[config.mk]
export PLATFORM = sky130hd
export DESIGN_NAME = count_mod_updn
export DESIGN_NICKNAME = d
export VERILOG_FILES = /design/src/rtl/count_pkg.sv /design/src/rtl/count_prescale.sv /design/src/rtl/count_mod_updn.sv
export SDC_FILE = /design/constraint.sdc
export NUM_CORES = 1
export LEC_CHECK = 0
export BUFFER_PORTS_ARGS = -buffer_cell sky130_fd_sc_hd__buf_2
export CORE_MARGIN = 2
export CORE_UTILIZATION = 25
export DETAILED_ROUTE_END_ITERATION = 16
export HOLD_SLACK_MARGIN = 0.15
export MAX_ROUTING_LAYER = met4
export PLACE_DENSITY_LB_ADDON = 0.2
export SYNTH_ARGS = -nofsm -noshare
export SYNTH_HDL_FRONTEND = slang
export SYNTH_SLANG_ARGS = --single-unit
[constraint.sdc]
create_clock -name clk -period 2.3 [get_ports clk]
set_input_delay 0.69 -clock clk [delete_from_list [all_inputs] [get_ports clk]]
set_output_delay 0.69 -clock clk [all_outputs]
set_load 0.03 [all_outputs]
[src/rtl/count_pkg.sv]
// count_pkg: shared constants and elaboration helpers for the modulo up/down counter.
//   DIR_UP / DIR_DN      : values of the 'up' direction input
//   MODE_WRAP / MODE_SAT : values of the 'sat' mode input
//   clog2                : ceiling log2, used to size the prescaler
//   mod_legal/pre_legal  : parameter range checks used at elaboration
package count_pkg;

  localparam logic DIR_UP    = 1'b1;
  localparam logic DIR_DN    = 1'b0;
  localparam logic MODE_WRAP = 1'b0;
  localparam logic MODE_SAT  = 1'b1;

  function automatic int clog2(input int v);
    int r;
    int x;
    r = 0;
    x = v - 1;
    while (x > 0) begin
      r++;
      x = x >> 1;
    end
    return r;
  endfunction

  // Legal modulus range is 2 .. 2**n.
  function automatic bit mod_legal(input int n, input int m);
    return (n >= 1) && (n <= 30) && (m >= 2) && (m <= (1 << n));
  endfunction

  function automatic bit pre_legal(input int p);
    return (p >= 1) && (p <= 256);
  endfunction

endpackage

[src/rtl/count_prescale.sv]
// count_prescale: divides enabled cycles by PRE, emitting one tick per PRE enabled cycles.
//   clk     : clock, rising edge
//   clear   : synchronous active-high reset of the phase counter
//   en      : advance the phase counter by one
//   restart : zero the phase counter (takes priority over en, suppresses tick)
//   tick    : combinational, high on the enabled cycle that completes a period
// Only instantiated for PRE >= 2.
module count_prescale
  import count_pkg::*;
#(
  parameter int PRE = 2
) (
  input  logic clk,
  input  logic clear,
  input  logic en,
  input  logic restart,
  output logic tick
);

  localparam int PW = clog2(PRE);
  localparam logic [PW-1:0] LAST = PW'(PRE - 1);

  logic [PW-1:0] pre_q;
  logic [PW-1:0] pre_d;

  assign tick = en && !restart && (pre_q == LAST);

  always_comb begin
    pre_d = pre_q;
    if (restart) begin
      pre_d = '0;
    end else if (en) begin
      pre_d = (pre_q == LAST) ? '0 : pre_q + 1'b1;
    end
  end

  always_ff @(posedge clk) begin
    if (clear) begin
      pre_q <= '0;
    end else begin
      pre_q <= pre_d;
    end
  end

endmodule

[src/rtl/count_mod_updn.sv]
// count_mod_updn: modulo-MOD up/down counter with load, prescaled enable,
// wrap/saturate mode, terminal-count pulse and sticky overflow flag.
//   clk, clear        : clock and synchronous active-high reset
//   en, up, sat       : count enable, direction (1=up), mode (1=saturate)
//   load, load_val    : synchronous load (clamped to MOD-1)
//   ovf_clr           : clears sticky ovf (a same-cycle overflow wins)
//   cap               : capture strobe (only with COUNT_CAPTURE_EN)
//   cnt_Q, tc, ovf    : registered count, terminal-count pulse, overflow flag
//   cap_Q             : captured count (constant 0 unless COUNT_CAPTURE_EN)
// Optional feature macro: COUNT_CAPTURE_EN.
module count_mod_updn
  import count_pkg::*;
#(
  parameter int N   = 4,
  parameter int MOD = 16,
  parameter int PRE = 1
) (
  input  logic         clk,
  input  logic         clear,
  input  logic         en,
  input  logic         up,
  input  logic         sat,
  input  logic         load,
  input  logic [N-1:0] load_val,
  input  logic         ovf_clr,
  input  logic         cap,
  output logic [N-1:0] cnt_Q,
  output logic         tc,
  output logic         ovf,
  output logic [N-1:0] cap_Q
);

  if (!mod_legal(N, MOD)) begin : g_bad_mod
    $error("count_mod_updn: MOD out of range 2..2**N");
  end
  if (!pre_legal(PRE)) begin : g_bad_pre
    $error("count_mod_updn: PRE out of range 1..256");
  end

  // N+1 bit domain so that MOD = 2**N is representable.
  localparam logic [N:0] MOD_W = (N+1)'(MOD);
  localparam logic [N:0] TOP_W = (N+1)'(MOD - 1);

  logic [N-1:0] cnt_q, cnt_d;
  logic         tc_q, tc_d;
  logic         ovf_q, ovf_d;
  logic         tick;

  logic [N:0] cnt_ext;
  logic [N:0] load_ext;
  logic [N:0] nxt_ext;
  logic       at_end;

  if (PRE == 1) begin : g_no_pre
    assign tick = en;
  end else begin : g_pre
    count_prescale #(.PRE(PRE)) u_pre (
      .clk     (clk),
      .clear   (clear),
      .en      (en),
      .restart (load),
      .tick    (tick)
    );
  end

  assign cnt_ext  = {1'b0, cnt_q};
  assign load_ext = {1'b0, load_val};
  assign at_end   = (up == DIR_UP) ? (cnt_ext == TOP_W) : (cnt_ext == '0);

  always_comb begin
    nxt_ext = cnt_ext;
    if (up == DIR_UP) begin
      if (!at_end)               nxt_ext = cnt_ext + 1'b1;
      else if (sat == MODE_SAT)  nxt_ext = TOP_W;
      else                       nxt_ext = '0;
    end else begin
      if (!at_end)               nxt_ext = cnt_ext - 1'b1;
      else if (sat == MODE_SAT)  nxt_ext = '0;
      else                       nxt_ext = TOP_W;
    end
  end

  always_comb begin
    cnt_d = cnt_q;
    tc_d  = 1'b0;
    ovf_d = ovf_q && !ovf_clr;
    if (load) begin
      cnt_d = (load_ext >= MOD_W) ? N'(TOP_W) : load_val;
    end else if (tick) begin
      cnt_d = N'(nxt_ext);
      if (at_end) begin
        tc_d  = 1'b1;
        ovf_d = 1'b1;
      end
    end
  end

  always_ff @(posedge clk) begin
    if (clear) begin
      cnt_q <= '0;
      tc_q  <= 1'b0;
      ovf_q <= 1'b0;
    end else begin
      cnt_q <= cnt_d;
      tc_q  <= tc_d;
      ovf_q <= ovf_d;
    end
  end

`ifdef COUNT_CAPTURE_EN
  logic [N-1:0] cap_q, cap_d;

  // Captures the count as it stood before this edge, so a coincident load is not seen.
  always_comb begin
    cap_d = cap ? cnt_q : cap_q;
  end

  always_ff @(posedge clk) begin
    if (clear) begin
      cap_q <= '0;
    end else begin
      cap_q <= cap_d;
    end
  end

  assign cap_Q = cap_q;
`else
  logic unused_cap;
  assign unused_cap = cap;
  assign cap_Q      = '0;
`endif

  assign cnt_Q = cnt_q;
  assign tc    = tc_q;
  assign ovf   = ovf_q;

endmodule

# Word level (Yosys, flattened, before mapping)
# Cells that the tools add are included.
[totals] regBits=6 latch_bits=0 ram_bits=0 rom_bits=0 wordCells=26 n_memories=0
[op_classes] n_addsub=2 n_mul=0 div=0 magnitude_cmp=1 eq_ne=1 shifts=0 mux=13 bitwise_logic=1 n_reduce_logical=5
[op_table] cell="$mux W4" count=8
[op_table] cell="$ge A4 B5 Y1 const B" count=1
[op_table] cell="$logic_not A5 Y1" count=1
[op_table] cell="$mux W1" count=5
[op_table] cell="$add A4 B1 Y4 const B" count=1
[op_table] cell="$eq A4 B4 Y1 const B" count=1
[op_table] cell="$sub A4 B1 Y4 const B" count=1
[op_table] cell="$reduce_or A3 Y1" count=1
[op_table] cell="$reduce_bool A2 Y1" count=1
[op_table] cell="$logic_and A1 B1 Y1" count=1
[op_table] cell="$logic_not A1 Y1" count=1
[op_table] cell="$not A1 Y1" count=1

# Longest topological paths before layout
# Gate-level depths: netlist (run 1).
[depth] ltp_word=6 ltp_mapped=6 ltp_nobuf=6

# Least setup slack after synthesis (run 1)
# No wires, ideal clock.
[synth_path] path_kind="input port to flip-flop" start="in load" end="reg cnt_q[3], in the netlist cnt_Q[3]" setup_ps=73 t_arrival_ps=1859 required_ps=2227 path_slack_ps=368 cell_stages=5 path_buffers=2 path_cell_list="buf_6 > or3b_1 > buf_2 > or4_4 > o211ai_2"
[synth_via] elab_chain_cells=1
[synth_lines] element="start, declared" line_no="count_mod_updn.sv:23" rtl="input logic load,"
[synth_lines] element="$mux W4 / $reduce_bool A2 Y1 (equally long branches)"
[synth_lines] element="end signal, assigned" line_no="count_mod_updn.sv:104" rtl="cnt_q <= cnt_d;"
[synth_lines] element="end, declared" line_no="count_mod_updn.sv:44" rtl="logic [N-1:0] cnt_q, cnt_d;"
# Parallel ways exist; a longest one is shown, timed or not.
# A chain may end at the register's enable or synchronous reset.

# Worst setup path after layout (run 1)
[layout_path] start="reg cnt_q[0], in the netlist cnt_Q[0]" end="reg cnt_q[0], in the netlist cnt_Q[0]"
[layout_via] elab_chain_cells=6
[layout_lines] element="parallel branches: the longest is 3 deep, another holds $sub A4 B1 Y4"
[layout_lines] element="$mux W4 *" line_no="count_mod_updn.sv:72" rtl="if (up == DIR_UP) begin"
[layout_lines] element="$mux W4 *" line_no="count_mod_updn.sv:89" rtl="end else if (tick) begin"
[layout_lines] element="$mux W4 *" line_no="count_mod_updn.sv:87" rtl="if (load) begin"
# Every way passes the cells marked *. The select of a mux whose other input is x is not followed.

==> results of run 1 <==
## layout make-up
cell class	count	area (sq um)
clock buffers	3	22.5
fillers	222	1340
inverters	6	22.5
multi-input cells	48	319
flip-flops and latches	6	120
well taps	27	33.8
repair buffers	17	87.6
## cell families (layout without fill, tap and decap cells)
kind of cell / count (synthesis) / after routing
flip-flops: 6 / 6
AND/OR/NAND/NOR: 22 / 22
XOR/XNOR: 2 / 2
adder cells (fa/ha/maj): 2 / 2
multiplexers: 1 / 1
buffers and inverters: 15 / 26
AO/OA/AOI/OAI: 17 / 17
other: 1 / 4
## where the power goes
group / switching [mW] / internal, mW / leakage [nW]
registers: 0.0123 / 0.112 / 0.0495
logic: 0.0626 / 0.0393 / 0.204
clock network: 0.0354 / 0.0588 / 0.0138
## state kept, by name, indices dropped and copies added (netlist names)
signal	flops
cnt_Q	4
ovf	1
tc	1
## per-stage QoR
| step | hold slack, ns | worst slack (ns) | power [mW] |
|---|---|---|---|
| after floorplan | 0.596 | 0.368 | 0.207 |
| after global placement | 0.460 | 0.265 | 0.229 |
| after detailed placement | 0.465 | 0.255 | 0.228 |
| after CTS | 0.473 | 0.424 | 0.328 |
| after global routing | 0.509 | 0.283 | 0.350 |
| final | 0.464 | 0.454 | 0.320 |
## path summary, 6_finish.rpt
kind / to / startpoint / slack, ns / depth (start not counted)
worst max register to register: cnt_Q[0] / cnt_Q[0] / 0.45 / 6
worst min-delay path: ovf / ovf / 0.46 / 2
worst min register to register: ovf / ovf / 0.46 / 2
worst max-delay path: cnt_Q[0] / cnt_Q[0] / 0.45 / 6
## tightest hold or removal path, cell delays in order (launching register included)
cell and delay [ns]:
dfxtp_1 0.30, inv_1 0.04, o32ai_1 0.07
## routing by layer
layer / track usage, % / up-vias / routed length, microns
met3: 4.60 / 0 / 80
met4: 0 / 0 / 0
met2: 18.5 / 14 / 508
met5: - / - / 0
met1: 13.2 / 221 / 558
li1: - / 258 / -
## layout by cell type (no fill, tap or decap), types with 2 or more instances in the layout
| master | count |
|---|---|
| a2111oi_0 | 2 |
| a21oi_1 | 2 |
| buf_2 | 16 |
| clkbuf_4 | 3 |
| conb_1 | 4 |
| dfxtp_1 | 6 |
| ha_1 | 2 |
| inv_1 | 6 |
| nand2_1 | 6 |
| nor2_1 | 4 |
| nor3_1 | 4 |
| o211ai_1 | 2 |
| o21ai_0 | 2 |
| xnor2_1 | 2 |
## synth_stat cells, drive strengths merged (2+ instances only)
library cell,number,area [sq um]
nand2,6,22.5
a21oi,2,10.0
nor3,4,20.0
buf,8,58.8
nor2,4,15.0
o211ai,3,27.5
inv,6,22.5
xnor2,2,17.5
a2111oi,2,17.5
ha,2,25.0
o21ai,2,10.0
dfxtp,6,120
==> flow_summary.json, run 1 <==
{
  "clk_pin_slew_ns": 0.04,
  "num_vias": 493,
  "tritoncts": "yes",
  "grt_pass1_vias": 484,
  "wl_per_cell_microns": 10.7,
  "ys.flop_type": "dfxtp_1",
  "synthMuxAreaShare_pct": 1.95,
  "synth_xor_area_share_pct": 3.41,
  "relSlewSlack_pct": 66.2,
  "io_pins": 22,
  "ir_drop_uv": 405,
  "final_cell_area_sq_um": 606,
  "rsz0062_at_grt": "no",
  "wirelength_microns": 1150,
  "synth.avg_cell_area_sq_um": 7.77,
  "fin_skew_ns": 0.00202,
  "setup_viol": 0,
  "critPathArrivalTime_ns": 1.97,
  "cp_slowest_cell": "a41oi_1",
  "holdCritPathClass": "flop to flop",
  "slew_viol_final": 0,
  "grt-ovfl-total": 0,
  "drt_iter0_drc": 5,
  "antenna_found_initial": 0,
  "worstSkewPairLatency_ns": 0.24,
  "htreeDepth": 1,
  "syn_area_sq_um": 513,
  "numCtsBuffers": 3,
  "start_kind": "flop",
  "finalCriticalPeriod_ns": 1.85,
  "synthAdderAreaFrac_pct": 4.88,
  "status": "finished, final reports clean",
  "ctsHoldBuffers": 0,
  "synth-async-reset-ratio_pct": 0,
  "crit_type": "flop to flop",
  "die-area_sq_mm": 0.00243,
  "syn_inst": 66,
  "synthSimpleGateAreaFrac_pct": 23.4,
  "grt_pass1_wl_microns": 2080,
  "cts-root-buf": "clkbuf_4",
  "fmax_mhz": 542,
  "core_sq_mm": 0.00194,
  "synth_compound_area_share_pct": 25.6,
  "gp_congestion": 0.762,
  "finalSetupTns_ns": 0,
  "clock-sinks": 6,
  "areaGrowthSynthToFinish_pct": 18.0,
  "drt_pre_antenna_iters": 5,
  "ant_nets": 0,
  "placed_cell_area_sq_um": 583,
  "final_util_pct": 31.2,
  "path_cells": "inv_1, ha_1, nor4b_1, a41oi_1, mux2i_1, o31a_1",
  "endpoint_kind": "flop",
  "critPathTopFamily": "compound AO/OA/AOI/OAI gates",
  "leakage_nw": 0.268,
  "cts_resized": 0,
  "hold_viol_final": 0,
  "gr-usage-all-layers_pct": 11.1,
  "instances_no_fill": 107,
  "start_util_pct": 26.4,
  "clk_path_buf_depth": 2,
  "critPathBufInv": 1,
  "numPortBuffers": 16,
  "cp.required_ns": 2.43,
  "worstPathMaxFanout": 6,
  "placed_cells": 104,
  "cap_viol_max_count": 0,
  "synth_top_family_by_area": "compound AO/OA/AOI/OAI gates",
  "dp_hpwl_microns": 889,
  "layout-drive-gt1-share_pct": 28.7,
  "grt_max_degree": 13,
  "max_stage_delay_ns": 0.43,
  "viasPerCell": 4.61,
  "synth_cell_type_count": 34,
  "drc_errors": 0,
  "power.density_mw_per_mm2": 529,
  "synth_edf_count": 0,
  "period_share_pct": 80.3,
  "die_w_microns": 49.3,
  "rows": 16,
  "yosysWarnings": 0,
  "chipHeight_microns": 49.3,
  "nNetsFinal": 96,
  "diodes": 0,
  "synth_seq_cells": 6,
  "cts_setup_buffers": 0,
  "tightest_slew_ns": 0.500,
  "synth-seq-area-share_pct": 23.4
}
(Power assumes the default switching activity.)
==> run 2: changes to the inputs <==
--- a/config.mk
+++ b/config.mk
@@ -5,6 +5,7 @@
 export SDC_FILE = /design/constraint.sdc
 export NUM_CORES = 1
 export LEC_CHECK = 0
+export ABC_AREA = 1
 export BUFFER_PORTS_ARGS = -buffer_cell sky130_fd_sc_hd__buf_2
 export CORE_MARGIN = 2
 export CORE_UTILIZATION = 25
==> constraint.sdc (replaced) <==
create_clock -name clk -period 1.64 [get_ports clk]
set_input_delay 0.492 -clock clk [delete_from_list [all_inputs] [get_ports clk]]
set_output_delay 0.492 -clock clk [all_outputs]
set_load 0.03 [all_outputs]
==> run 2 against run 1 <==
Net effect:
- highest routed layer unchanged
- clock skew shrank 0.00074 ns
- global-route usage grew 0.11 points
- worst hold slack lost 0.013 ns
- largest cell class unchanged
- maximum frequency grew 24%
- first-iteration DRC count grew 100%
- power grew 44%
- cell area grew 5.2%
- critical path depth grew 5
- synthesized area grew 0.24%
- register-to-register slack lost 0.30 ns
- wire length grew 5.2%
- sequential share of layout area shrank 0.78 points
==> flow_summary.json, run 2 <==
{
  "yosys.area.top_type_share_pct": 23.4,
  "endpoint_kind": "flop",
  "die-area_sq_mm": 0.00244,
  "rows": 16,
  "num_vias": 532,
  "tritoncts": "yes",
  "crit_type": "flop to flop",
  "fmax_mhz": 674,
  "gp_congestion": 0.770,
  "syn_area_sq_um": 514,
  "ctsHoldBuffers": 0,
  "yosysWarnings": 0,
  "clk_path_buf_depth": 2,
  "min_delay_path_depth": 2,
  "holdCritPathClass": "input port to flop",
  "grt_pass1_wl_microns": 2010,
  "start_util_pct": 26.5,
  "worstSkewPairLatency_ns": 0.24,
  "final_cell_mix": "nand2_1, buf_2, inv_1, nand3_1, nor2_1",
  "finalCriticalPeriod_ns": 1.48,
  "antenna_found_initial": 0,
  "setup_viol": 0,
  "diodes": 0,
  "rsz0062_at_grt": "no",
  "nNetsFinal": 114,
  "synth_seq_cells": 6,
  "r2r-start": "cnt_Q[0]",
  "min-delay-start": "ovf_clr",
  "start_kind": "flop",
  "clk_pin_slew_ns": 0.04,
  "chipHeight_microns": 49.4,
  "syn_inst": 80,
  "slew_viol_final": 0,
  "cts-root-buf": "clkbuf_4",
  "reg2reg_to": "cnt_Q[2]",
  "yosys.area.top_type": "dfxtp_1",
  "drt_iter0_drc": 10,
  "holdPathEnd": "ovf",
  "synth-async-reset-ratio_pct": 0,
  "critPathArrivalTime_ns": 1.61,
  "nFillCells": 236,
  "finalSetupTns_ns": 0,
  "period_share_pct": 90.5,
  "areaGrowthSynthToFinish_pct": 23.8,
  "viasPerCell": 4.26,
  "synth_edf_count": 0,
  "core_sq_mm": 0.00194,
  "gr-usage-all-layers_pct": 11.2,
  "drt_pre_antenna_iters": 4,
  "wirelength_microns": 1210,
  "grt_pass1_vias": 455,
  "io_pins": 22,
  "grt_max_degree": 8,
  "synth_cell_type_count": 20,
  "finalPower_uw": 463,
  "yosysMostFrequentCell": "nand2_1",
  "worstPathMaxFanout": 6,
  "largest_reg_flops": 4,
  "fin_skew_ns": 0.00128,
  "leakage_nw": 0.366,
  "whs_ns": 0.451,
  "synth.avg_cell_area_sq_um": 6.43,
  "numCtsBuffers": 3,
  "numPortBuffers": 16,
  "die_w_microns": 49.4,
  "cts_setup_buffers": 0,
  "synthTopCellsByCount": "nand2_1, inv_1, nand3_1",
  "ant_nets": 0,
  "htreeDepth": 1,
  "drc_errors": 0,
  "layout-drive-gt1-share_pct": 32.7,
  "final_common_cell": "nand2_1",
  "clock-sinks": 6,
  "cp.required_ns": 1.77,
  "dp_hpwl_microns": 1010,
  "synthTopCellsByArea": "dfxtp_1, nand2_1, nand3_1",
  "ys.flop_type": "dfxtp_1",
  "cts_resized": 0,
  "wl_per_cell_microns": 9.65,
  "status": "finished, final reports clean",
  "hold_viol_final": 0,
  "synth-seq-area-share_pct": 23.4,
  "rrSetupSlack_ns": 0.16,
  "ir_drop_uv": 331,
  "reg2regPathDepth": 11,
  "power.density_mw_per_mm2": 726,
  "cap_viol_max_count": 0,
  "grt-ovfl-total": 0
}
## run 2: changes by cell type in the layout (fill, tap and decap cells not counted), moves of 4 or more
cell / previous run / this run
nand2_1: 6 / 18
o21ai_1: 0 / 4
nand3_1: 0 / 9
nor3_1: 4 / 0
nand2_4: 0 / 4
inv_1: 6 / 10
## run 2: worst max path at each step
stage,from,end,cells after the start,slack (ns)
4_1_cts,cnt_Q[0],cnt_Q[3],10,0.08
6_report,cnt_Q[0],cnt_Q[2],11,0.16
3_3_place_gp,cnt_Q[0],cnt_Q[2],10,0.12
3_5_place_dp,cnt_Q[0],cnt_Q[3],10,0.10
5_1_grt,cnt_Q[0],cnt_Q[2],11,0.01
2_1_floorplan,cnt_Q[0],cnt_Q[3],10,0.06
## run 2: through the flow
stage | cells | instance area, sq um | utilization [%] | worst slack, ns
after floorplan | 83 | 526 | - | 0.0606
after global placement | 122 | 609 | 31.4 | 0.120
after detailed placement | 122 | 609 | 31.4 | 0.105
after CTS | 125 | 632 | 32.5 | 0.0786
after global routing | 125 | 637 | 32.8 | 0.0143
final | 125 | 637 | 32.8 | 0.157
## run 2: worst max-delay path: stages (launching register included)
cell     delay (ns)
dfxtp_2        0.34
inv_1          0.11
ha_1           0.17
inv_1          0.05
nor2_2         0.14
nand2_4        0.09
nand2_4        0.09
inv_2          0.07
o21ai_1        0.08
nand3_1        0.08
nand3_1        0.08
o21ai_1        0.06
## run 2: cell type report
class | count | area, sq um | share of cell area, %
multi-input cells | 60 | 329 | 51.7
well taps | 27 | 33.8 | 5.30
repair buffers | 16 | 80.1 | 12.6
flip-flops and latches | 6 | 121 | 19.1
clock buffers | 3 | 22.5 | 3.54
inverters | 13 | 50.0 | 7.86
## run 2: cells by family (layout without fill, tap and decap cells)
logic type               count (synthesis)  after routing  synth area share [%]
AO/OA/AOI/OAI                           13             13                  15.1
XOR/XNOR                                 1              1                  1.70
adder cells (fa/ha/maj)                  2              2                  4.87
buffers and inverters                   17             32                  15.6
flip-flops                               6              6                  23.4
other                                    1              4                 0.729
AND/OR/NAND/NOR                         40             40                  38.7
## run 2: per-layer routing
layer | vias up | share of wire, % | global-route usage (%)
met4 | 0 | 0 | 2.86
met3 | 0 | 5.8 | 3.68
met5 | - | 0 | -
met1 | 228 | 46 | 13.9
li1 | 285 | - | -
met2 | 19 | 48 | 17.3
## run 2: power breakdown
group	internal (mW)	switching, mW
sequential	0.156	0.0139
combinational	0.0546	0.108
clock	0.0824	0.0477
total	0.293	0.169
==> run 3: changes to the inputs <==
--- a/config.mk
+++ b/config.mk
@@ -5,7 +5,6 @@
 export SDC_FILE = /design/constraint.sdc
 export NUM_CORES = 1
 export LEC_CHECK = 0
-export ABC_AREA = 1
 export BUFFER_PORTS_ARGS = -buffer_cell sky130_fd_sc_hd__buf_2
 export CORE_MARGIN = 2
 export CORE_UTILIZATION = 25
==> run 3 against run 2 <==
Net effect:
- cell area up 9.8%
- sequential power up 3%
- sequential share of layout area down 1.5 points
- final cell count down 7.2%
- clock-buffer cell count unchanged
- first-iteration DRC count down 80%
- critical path type is now flop to primary output
- largest power group is now combinational cells
- highest routed layer is now met4
==> flow_summary.json, run 3 (synthesis gave the netlist of run 1 again) <==
{
  "status": "finished, final reports clean",
  "diodes": 0,
  "areaGrowthSynthToFinish_pct": 36.3,
  "endpoint_kind": "primary output",
  "setup_slack_ns": 0.0904,
  "viasPerCell": 4.68,
  "worstSkewPairLatency_ns": 0.24,
  "clk_pin_slew_ns": 0.04,
  "crit_type": "flop to primary output",
  "cp.required_ns": 1.15,
  "nNetsFinal": 105,
  "rrSetupSlack_ns": 0.11,
  "wirelength_microns": 1300,
  "die_w_microns": 49.3,
  "min-delay-start": "ovf_clr",
  "clk_path_buf_depth": 2,
  "final_util_pct": 36.0,
  "drt_iter0_drc": 2,
  "placed_cell_area_sq_um": 653,
  "start_util_pct": 26.4,
  "intPower_uw": 319,
  "num_vias": 543,
  "critPathTopFamily": "flip-flops",
  "place_ws_ns": -0.0278,
  "hold_viol_final": 0,
  "grt_pass1_wl_microns": 1880,
  "grtUsageMet3_pct": 4.60,
  "grt_busiest_layer": "met2",
  "cp_slowest_cell": "dfxtp_1",
  "cts-root-buf": "clkbuf_4",
  "setup_viol": 0,
  "ant_nets": 0,
  "numPortBuffers": 16,
  "slew_viol_final": 0,
  "die-area_sq_mm": 0.00243,
  "sw_frac_of_total_pct": 34.7,
  "layout-drive-gt1-share_pct": 40.4,
  "wl_per_cell_microns": 11.2,
  "leakage_nw": 0.320,
  "power.density_mw_per_mm2": 698,
  "drc_errors": 0,
  "tritoncts": "yes",
  "grt-ovfl-total": 0,
  "final_cell_area_sq_um": 699,
  "gp_congestion": 0.769,
  "p_sw_uw": 169,
  "htreeDepth": 1,
  "core_sq_mm": 0.00194,
  "clock-sinks": 6,
  "holdCritPathClass": "input port to flop",
  "rsz0062_at_grt": "no",
  "clkPwrFrac_pct": 27.7,
  "rows": 16,
  "r2r-start": "cnt_Q[0]",
  "reg2regPathDepth": 6,
  "dp_hpwl_microns": 986,
  "chipHeight_microns": 49.3,
  "final_cell_mix": "buf_2, buf_4, inv_1, nand2_1",
  "combPwrFrac_pct": 36.5,
  "critPathBufInv": 1,
  "fmax_mhz": 645,
  "path_cells": "buf_2",
  "cap_viol_max_count": 0,
  "gr-usage-all-layers_pct": 10.5,
  "io_pins": 22,
  "fin_skew_ns": 0.00157,
  "nFillCells": 217,
  "antenna_found_initial": 0,
  "reg2reg_to": "cnt_Q[3]",
  "finalSetupTns_ns": 0,
  "min_delay_path_depth": 2,
  "largest_reg_flops": 4,
  "worstPathMaxFanout": 10,
  "finalCriticalPeriod_ns": 1.55,
  "final_common_cell": "buf_2",
  "cts_setup_buffers": 0,
  "start_kind": "flop",
  "seqPwrFrac_pct": 35.8,
  "critPathArrivalTime_ns": 1.06,
  "numCtsBuffers": 3,
  "ir_drop_uv": 392,
  "use_met1_pct": 12.4,
  "grtUsageMet2_pct": 16.2,
  "period_share_pct": 94.5,
  "drt_pre_antenna_iters": 3,
  "grt_max_degree": 11,
  "grt_pass1_vias": 458,
  "max_stage_delay_ns": 0.54,
  "holdPathEnd": "ovf"
}
-- run 3: cell types whose count changed in the layout (fill, tap and decap cells not counted), moves of 3 or more --
cell	previous run	this run
nor3_1	0	4
nand3_1	9	0
buf_4	0	10
nand2_4	4	0
inv_1	10	6
nand2_1	18	6
a22oi_1	3	0
o21ai_1	4	0
-- run 3: per-layer routing --
| layer | part of all wire [%] | wire length, microns |
|---|---|---|
| met5 | 0 | 0 |
| met4 | 2.1 | 27 |
| met3 | 4.8 | 62 |
| met2 | 49 | 643 |
| met1 | 44 | 567 |
-- run 3: timing repair --
action / 4_1_cts / 5_1_grt
hold buffers: 0 / 0
gates resized for setup: 0 / 4
setup endpoints to repair: 0 / 6
-- run 3: worst max path at each step --
stage	from	end	slack (ns)	cells after the start
after floorplan	cnt_Q[0]	cnt_Q[0]	-0.07	6
after global placement	up	cnt_Q[0]	-0.02	5
after detailed placement	up	cnt_Q[0]	-0.03	5
after CTS	cnt_Q[0]	cnt_Q[0]	0.007	6
after global routing	cnt_Q[0]	cnt_Q[2]	0.02	5
final	cnt_Q[2]	cnt_Q[2]	0.09	1
-- run 3: layout make-up --
type                            instances  area (sq um)  area share, %
Inverter                                6          22.5           3.22
Timing Repair Buffer                   26           155           22.2
Tap cell                               27          33.8           4.83
Clock buffer                            3          22.5           3.22
Multi-Input combinational cell         48           343           49.0
Sequential cell                         6           123           17.5
-- run 3: stage by stage --
| step | power, mW | std cells | hold WS [ns] |
|---|---|---|---|
| 2_1_floorplan | 0.294 | 69 | 0.571 |
| 3_3_place_gp | 0.343 | 113 | 0.458 |
| 3_5_place_dp | 0.344 | 113 | 0.471 |
| 4_1_cts | 0.482 | 116 | 0.440 |
| 5_1_grt | 0.517 | 116 | 0.437 |
| 6_report | 0.489 | 116 | 0.443 |
-- run 3: power groups by stage --
stage / clock network, mW / logic [mW] / registers [mW]
after detailed placement: 0 / 0.169 / 0.174
after global placement: 0 / 0.168 / 0.175
after global routing: 0.146 / 0.194 / 0.177
final: 0.136 / 0.178 / 0.175
after floorplan: 0 / 0.102 / 0.191
after CTS: 0.140 / 0.170 / 0.172
